$ cat src/rtl/muldiv_hilo.sv
// muldiv_hilo: iterative multiply/divide unit holding the architectural HI/LO pair.
//
// Multiplies use shift-add and divides use restoring division, one bit per cycle.
// Each operation takes 32 iteration cycles plus one FIX cycle. FIX applies the
// result signs and writes HI/LO.
//
// Ports:
//   clk, rst_n                  clock (rising edge), asynchronous active-low reset
//   mult, multu, div, divu      decoded start strobes (priority in that order)
//   mthi, mtlo, mfhi, mflo      decoded HI/LO move strobes
//   flush                       abort any in-flight operation, no HI/LO write
//   a, b                        rs / rt operands
//   rdata                       mfhi/mflo read data (combinational from HI/LO)
//   busy                        operation in progress
//   stall                       pipeline hold request (busy and any strobe)
//   hi, lo                      architectural HI/LO registers
module muldiv_hilo (
    input  logic        clk,
    input  logic        rst_n,
    input  logic        mult,
    input  logic        multu,
    input  logic        div,
    input  logic        divu,
    input  logic        mthi,
    input  logic        mtlo,
    input  logic        mfhi,
    input  logic        mflo,
    input  logic        flush,
    input  logic [31:0] a,
    input  logic [31:0] b,
    output logic [31:0] rdata,
    output logic        busy,
    output logic        stall,
    output logic [31:0] hi,
    output logic [31:0] lo
);

    typedef enum logic [1:0] {
        IDLE = 2'd0,
        MUL  = 2'd1,
        DIV  = 2'd2,
        FIX  = 2'd3
    } state_t;

    // Two's-complement negation when c is set.
    function automatic logic [31:0] neg_if32(input logic c, input logic [31:0] v);
        return c ? (~v + 32'd1) : v;
    endfunction

    function automatic logic [63:0] neg_if64(input logic c, input logic [63:0] v);
        return c ? (~v + 64'd1) : v;
    endfunction

    state_t      state_q, state_d;
    logic [4:0]  cnt_q, cnt_d;
    logic [31:0] hi_q, hi_d;
    logic [31:0] lo_q, lo_d;
    logic [63:0] prod_q, prod_d;     // upper: accumulator, lower: remaining multiplier bits
    logic [31:0] opnd_q, opnd_d;     // |a| for multiply, |b| (divisor) for divide
    logic [32:0] rem_q, rem_d;       // partial remainder
    logic [31:0] quo_q, quo_d;       // dividend shifts out as quotient shifts in
    logic [31:0] a_raw_q, a_raw_d;   // raw dividend, returned in HI on divide by zero
    logic        is_div_q, is_div_d;
    logic        neg_res_q, neg_res_d;
    logic        neg_rem_q, neg_rem_d;
    logic        dz_q, dz_d;

    logic        start_s;
    logic        start_div_s;
    logic        start_sgn_s;
    logic [31:0] abs_a_s;
    logic [31:0] abs_b_s;
    logic [32:0] mul_sum_s;
    logic [32:0] div_shift_s;
    logic [32:0] div_diff_s;
    logic        div_ge_s;

    // Operand decode, magnitudes and the per-cycle datapath terms.
    always_comb begin
        start_s     = mult | multu | div | divu;
        start_div_s = ~(mult | multu);
        start_sgn_s = mult | (~multu & div);
        abs_a_s     = neg_if32(start_sgn_s & a[31], a);
        abs_b_s     = neg_if32(start_sgn_s & b[31], b);
        mul_sum_s   = {1'b0, prod_q[63:32]} + (prod_q[0] ? {1'b0, opnd_q} : 33'd0);
        div_shift_s = {rem_q[31:0], quo_q[31]};
        div_diff_s  = div_shift_s - {1'b0, opnd_q};
        div_ge_s    = (div_shift_s >= {1'b0, opnd_q});
    end

    // Next-state logic: start/move decode, iteration and sign fix-up.
    always_comb begin
        state_d   = state_q;
        cnt_d     = cnt_q;
        hi_d      = hi_q;
        lo_d      = lo_q;
        prod_d    = prod_q;
        opnd_d    = opnd_q;
        rem_d     = rem_q;
        quo_d     = quo_q;
        a_raw_d   = a_raw_q;
        is_div_d  = is_div_q;
        neg_res_d = neg_res_q;
        neg_rem_d = neg_rem_q;
        dz_d      = dz_q;
        case (state_q)
            IDLE: begin
                if (flush) begin
                    // flush suppresses both starts and HI/LO moves
                    state_d = IDLE;
                end else if (start_s) begin
                    cnt_d     = 5'd0;
                    a_raw_d   = a;
                    is_div_d  = start_div_s;
                    neg_res_d = start_sgn_s & (a[31] ^ b[31]);
                    neg_rem_d = start_sgn_s & a[31];
                    dz_d      = start_div_s & (b == 32'd0);
                    if (start_div_s) begin
                        quo_d   = abs_a_s;
                        opnd_d  = abs_b_s;
                        rem_d   = 33'd0;
                        state_d = DIV;
                    end else begin
                        prod_d  = {32'd0, abs_b_s};
                        opnd_d  = abs_a_s;
                        state_d = MUL;
                    end
                end else if (mthi) begin
                    hi_d = a;
                end else if (mtlo) begin
                    lo_d = a;
                end else begin
                    state_d = IDLE;
                end
            end
            MUL, DIV: begin
                if (flush) begin
                    state_d = IDLE;
                    cnt_d   = 5'd0;
                end else begin
                    if (state_q == MUL) begin
                        prod_d = {mul_sum_s, prod_q[31:1]};
                    end else begin
                        rem_d = div_ge_s ? div_diff_s : div_shift_s;
                        quo_d = {quo_q[30:0], div_ge_s};
                    end
                    if (cnt_q == 5'd31) begin
                        state_d = FIX;
                    end else begin
                        cnt_d = cnt_q + 5'd1;
                    end
                end
            end
            FIX: begin
                state_d = IDLE;
                cnt_d   = 5'd0;
                if (flush) begin
                    hi_d = hi_q;
                end else if (dz_q) begin
                    hi_d = a_raw_q;
                    lo_d = 32'hFFFF_FFFF;
                end else if (is_div_q) begin
                    hi_d = neg_if32(neg_rem_q, rem_q[31:0]);
                    lo_d = neg_if32(neg_res_q, quo_q);
                end else begin
                    {hi_d, lo_d} = neg_if64(neg_res_q, prod_q);
                end
            end
            default: begin
                state_d = IDLE;
                cnt_d   = 5'd0;
            end
        endcase
    end

    // State and datapath registers.
    always_ff @(posedge clk or negedge rst_n) begin
        if (!rst_n) begin
            state_q   <= IDLE;
            cnt_q     <= 5'd0;
            hi_q      <= 32'd0;
            lo_q      <= 32'd0;
            prod_q    <= 64'd0;
            opnd_q    <= 32'd0;
            rem_q     <= 33'd0;
            quo_q     <= 32'd0;
            a_raw_q   <= 32'd0;
            is_div_q  <= 1'b0;
            neg_res_q <= 1'b0;
            neg_rem_q <= 1'b0;
            dz_q      <= 1'b0;
        end else begin
            state_q   <= state_d;
            cnt_q     <= cnt_d;
            hi_q      <= hi_d;
            lo_q      <= lo_d;
            prod_q    <= prod_d;
            opnd_q    <= opnd_d;
            rem_q     <= rem_d;
            quo_q     <= quo_d;
            a_raw_q   <= a_raw_d;
            is_div_q  <= is_div_d;
            neg_res_q <= neg_res_d;
            neg_rem_q <= neg_rem_d;
            dz_q      <= dz_d;
        end
    end

    // Outputs: HI/LO straight from flops; stall and rdata stay combinational.
    always_comb begin
        hi    = hi_q;
        lo    = lo_q;
        busy  = (state_q != IDLE);
        stall = busy & (mult | multu | div | divu | mthi | mtlo | mfhi | mflo);
        if (mfhi) begin
            rdata = hi_q;
        end else if (mflo) begin
            rdata = lo_q;
        end else begin
            rdata = 32'd0;
        end
    end

endmodule
$ cat config.mk
export PLATFORM = sky130hd
export DESIGN_NAME = muldiv_hilo
export DESIGN_NICKNAME = d
export VERILOG_FILES = /design/src/rtl/muldiv_hilo.sv
export SDC_FILE = /design/constraint.sdc
export NUM_CORES = 1
export LEC_CHECK = 0
export ABC_CLOCK_PERIOD_IN_PS = 3800
export CAP_MARGIN = 0
export CORE_MARGIN = 2
export CORE_UTILIZATION = 40
export CTS_CLUSTER_SIZE = 8
export DETAILED_ROUTE_END_ITERATION = 6
export GPL_ROUTABILITY_DRIVEN = 0
export GPL_TIMING_DRIVEN = 0
export REMOVE_ABC_BUFFERS = 1
export SYNTH_ARGS = -nofsm -noshare
export SYNTH_HDL_FRONTEND = slang
export SYNTH_SLANG_ARGS = --single-unit
$ cat constraint.sdc
create_clock -name clk -period 3.8 [get_ports clk]
set_clock_uncertainty 0.2 [all_clocks]
set_input_delay 1.14 -clock clk [delete_from_list [all_inputs] [get_ports clk]]
set_output_delay 1.14 -clock clk [all_outputs]
set_load 0.02 [all_outputs]
==> run_results.csv <==
group,metric,value,unit
status,outcome,"complete, no violations",
yosys,avgSynthCellArea,7.90,um^2
clock_network,clkTransAtPathRegs,0.05,ns
yosys,synth_top_family_by_area,"compound AO/OA/AOI/OAI gates",
worst_setup_path,worstReg2RegStart,"opnd_q[4]$_DFFE_PN0P_",
floorplan,start_util,40.4,%
place,dp.final_hpwl,61900,um
yosys,async_flop_share,100,%
worst_setup_path,r2r_setup_slack,0.007,ns
global_routing,antenna_found_initial,1,
yosys,synth_cell_types,79,
worst_setup_path,timing.critical_path.fanout_max,5,
yosys,synth_ff_type,"dfrtp_1",
detailed_routing,post-route-drc-count,0,
clock_network,cts.sinks,267,
place,pre_cts_ws,-2.18,ns
sta,fin_crit,3.79,ns
clock_network,h-tree-depth,2,
sta,final.period_utilization,99.8,%
pwr,p_clk_share,15.3,%
final_layout,final_common_cell,"nand2_1",
yosys,synth_edf_count,0,
floorplan,dieArea,0.0534,mm^2
final_layout,final_util,48.6,%
yosys,synth_seq_cells,267,
floorplan,fp.dieW,231,um
detailed_routing,routedWlPerCell,24.6,um
min_path,hp-class,"reg2reg",
worst_setup_path,setup.worst_path.end_class,"flop",
yosys,synthMuxAreaShare,3.09,%
sta,finalMaxSlewViolations,0,
sta,hold_violations,0,
final_layout,drive_above_1_share,8.00,%
detailed_routing,drt_iter0_markers,2160,
clock_network,cts_made_buffers,39,
clock_network,cts_tree,"yes",
floorplan,die-height,231,um
final_layout,final_cell_mix,"389 x nand2_1, 271 x o21ai_0, 264 x dfrtp_1",
sta,slew-limit-headroom,11.1,%
pwr,p_per_area,861,mW/mm^2
detailed_routing,via_per_inst,6.26,
sta,setup_violations,0,
pwr,p_leak,10.6,nW
yosys,synth.area.top_cells,"dfrtp_1 32%, nand2_1 7.2%, o21ai_0 6.9%, xnor2_1 5.2%, ha_1 4.6%",
clock_network,clk_latency,0.57,ns
global_routing,grt_pass1_wl,124000,um
final_layout,nets,2857,
sta,fmax,0.264,GHz
final_layout,area_growth,20.5,%
global_routing,grtUsageTotal,30.4,%
place,portBuffers,172,
final_layout,diodes,0,
yosys,yosysTopAreaCell,"dfrtp_1",
min_path,hp-start,"a_raw_q[10]$_DFFE_PN0P_",
yosys,yosysSeqAreaShare,32.4,%
pwr,swShare,50.3,%
pwr,p_int,0.0106,W
floorplan,ios,173,
final_layout,fillCellCount,4992,
detailed_routing,antenna_left,0,
global_routing,grt_start_max_net_pins,94,
detailed_routing,drt-total-wl,83400,um
floorplan,coreArea,0.0511,mm^2
pwr,pwr-share-seq,26.4,%
yosys,synthSimpleGateAreaFrac,20.4,%
floorplan,rows,83,
pwr,p_comb_share,58.3,%
yosys,netlist_instances,2612,
global_routing,gr-total-overflow,0,
flow_run,drv_cap,0,
yosys,synth_top_area_share,32.4,%
sta,tightest_slew,1.33,ns
worst_setup_path,worstSetupStartpointType,"flop",
pwr,ir_worst_vdd,0.426,mV
min_path,min_path_cells,2,
final_layout,instances_no_fill,3392,
place,dp_cells,3310,
yosys,synth_compound_area_share,25.3,%
global_routing,grt_pass1_vias,19900,
yosys,synth_xor_area_share,9.39,%
yosys,synthAdderAreaFrac,4.74,%
worst_setup_path,r2r_end,"rem_q[28]$_DFFE_PN0P_",
sta,tns,0,ns
detailed_routing,drt_first_pass_iters,7,
yosys,ys_warn_count,0,
min_path,min_to,"a_raw_q[10]$_DFFE_PN0P_",
worst_setup_path,critical_path_arrival,4.04,ns
worst_setup_path,crit_type,"reg2reg",
clock_network,clock_path_buffers,3,
worst_setup_path,cp.required,4.05,ns
clock_network,cts-root-buf,"clkbuf_16",
sta,timing.final.ws_setup,0.00665,ns
detailed_routing,num_vias,21200,
yosys,syn_area,0.0206,mm^2
worst_setup_path,reg2reg_depth,10,
pwr,p_sw,0.0108,W
==> critical path: stages (launching register included) <==
cell      delay, ns
dfrtp_1        0.44
inv_1          0.10
ha_1           0.39
nand4_1        0.33
a21oi_1        0.45
o31ai_2        0.16
a21oi_1        0.29
a211oi_2       0.15
o311a_1        0.31
or4_1          0.58
a32o_1         0.28
==> worst max path at each step <==
stage / start / to / cells past startpoint
3_3_place_gp: rst_n / prod_q[62]$_DFFE_PN0P_ / 1
4_1_cts: a[5] / opnd_q[24]$_DFFE_PN0P_ / 8
5_1_grt: opnd_q[4]$_DFFE_PN0P_ / rem_q[28]$_DFFE_PN0P_ / 10
6_report: opnd_q[4]$_DFFE_PN0P_ / rem_q[28]$_DFFE_PN0P_ / 10
3_5_place_dp: flush / prod_q[58]$_DFFE_PN0P_ / 9
2_1_floorplan: multu / prod_q[61]$_DFFE_PN0P_ / 8
==> Yosys cell counts (all sizes together), types with 15 or more instances <==
library cell  number
o21ai            285
inv               83
o211ai            16
o22ai             38
a22o              36
o221ai            23
or3               32
o41ai             20
xor2              98
a21o              15
mux2i             57
xnor2            123
a211oi            24
nor2             200
a32oi             16
nand2b            27
nor4              29
a21oi            172
clkbuf           161
nand3             47
nor3              54
nand2            393
o31ai             54
nand4             19
dfrtp            267
or4               35
ha                75
==> power by group through the flow <==
stage	sequential [W]	clock, W	combinational (W)
after detailed placement	0.00559	0	0.0119
after global routing	0.00579	0.00339	0.0135
after CTS	0.00558	0.00329	0.0120
after floorplan	0.00553	0	0.00728
final	0.00565	0.00326	0.0125
after global placement	0.00574	0	0.0112
==> layer usage <==
layer  track usage (%)  vias to the layer above  part of all wire, %
met4              17.5                        0                  6.4
met2              48.3                     1110                   45
met5                 0                        -                    0
met3              4.79                      233                  8.2
li1                  -                     9654                    -
met1              39.2                    10300                   40
==> stage by stage <==
step           total power, W  area [um^2]  hold slack [ns]
6_report               0.0214        24900            0.276
5_1_grt                0.0227        24900            0.300
4_1_cts                0.0209        24500            0.276
3_5_place_dp           0.0175        23000            0.263
3_3_place_gp           0.0170        22600            0.259
2_1_floorplan          0.0128        20000            0.240
==> flip-flops by register name (all words and copies together), names as in the netlist <==
name	count
opnd_q	32
neg_res_q	1
lo	32
a_raw_q	32
is_div_q	1
quo_q	32
dz_q	1
prod_q	64
cnt_q	5
state_q	2
rem_q	32
neg_rem_q	1
hi	32
==> timing repair <==
item                       4_1_cts  5_1_grt
cloned                           4        2
hold buffers                     0        0
gates resized for setup        131       49
setup endpoints to repair      197       74
pin swaps                       15       10
buffers inserted                17       11
==> cell type report <==
type / count / area, um^2 / share of cell area [%]
Clock buffer: 46 / 1030 / 4.16
Multi-Input combinational cell: 2093 / 13600 / 54.7
Timing Repair inverter: 1 / 7.51 / 0.0302
Inverter: 86 / 328 / 1.32
Tap cell: 680 / 851 / 3.42
Clock inverter: 2 / 25.0 / 0.101
Sequential cell: 267 / 6690 / 26.9
Timing Repair Buffer: 217 / 2310 / 9.31
==> logic make-up after synthesis <==
logic type	count (synthesis)
AO/OA/AOI/OAI	821
flip-flops	267
XOR/XNOR	221
multiplexers	62
buffers and inverters	256
adder cells (fa/ha/maj)	77
AND/OR/NAND/NOR	908
Note: power is estimated with default switching activity, not from simulation.
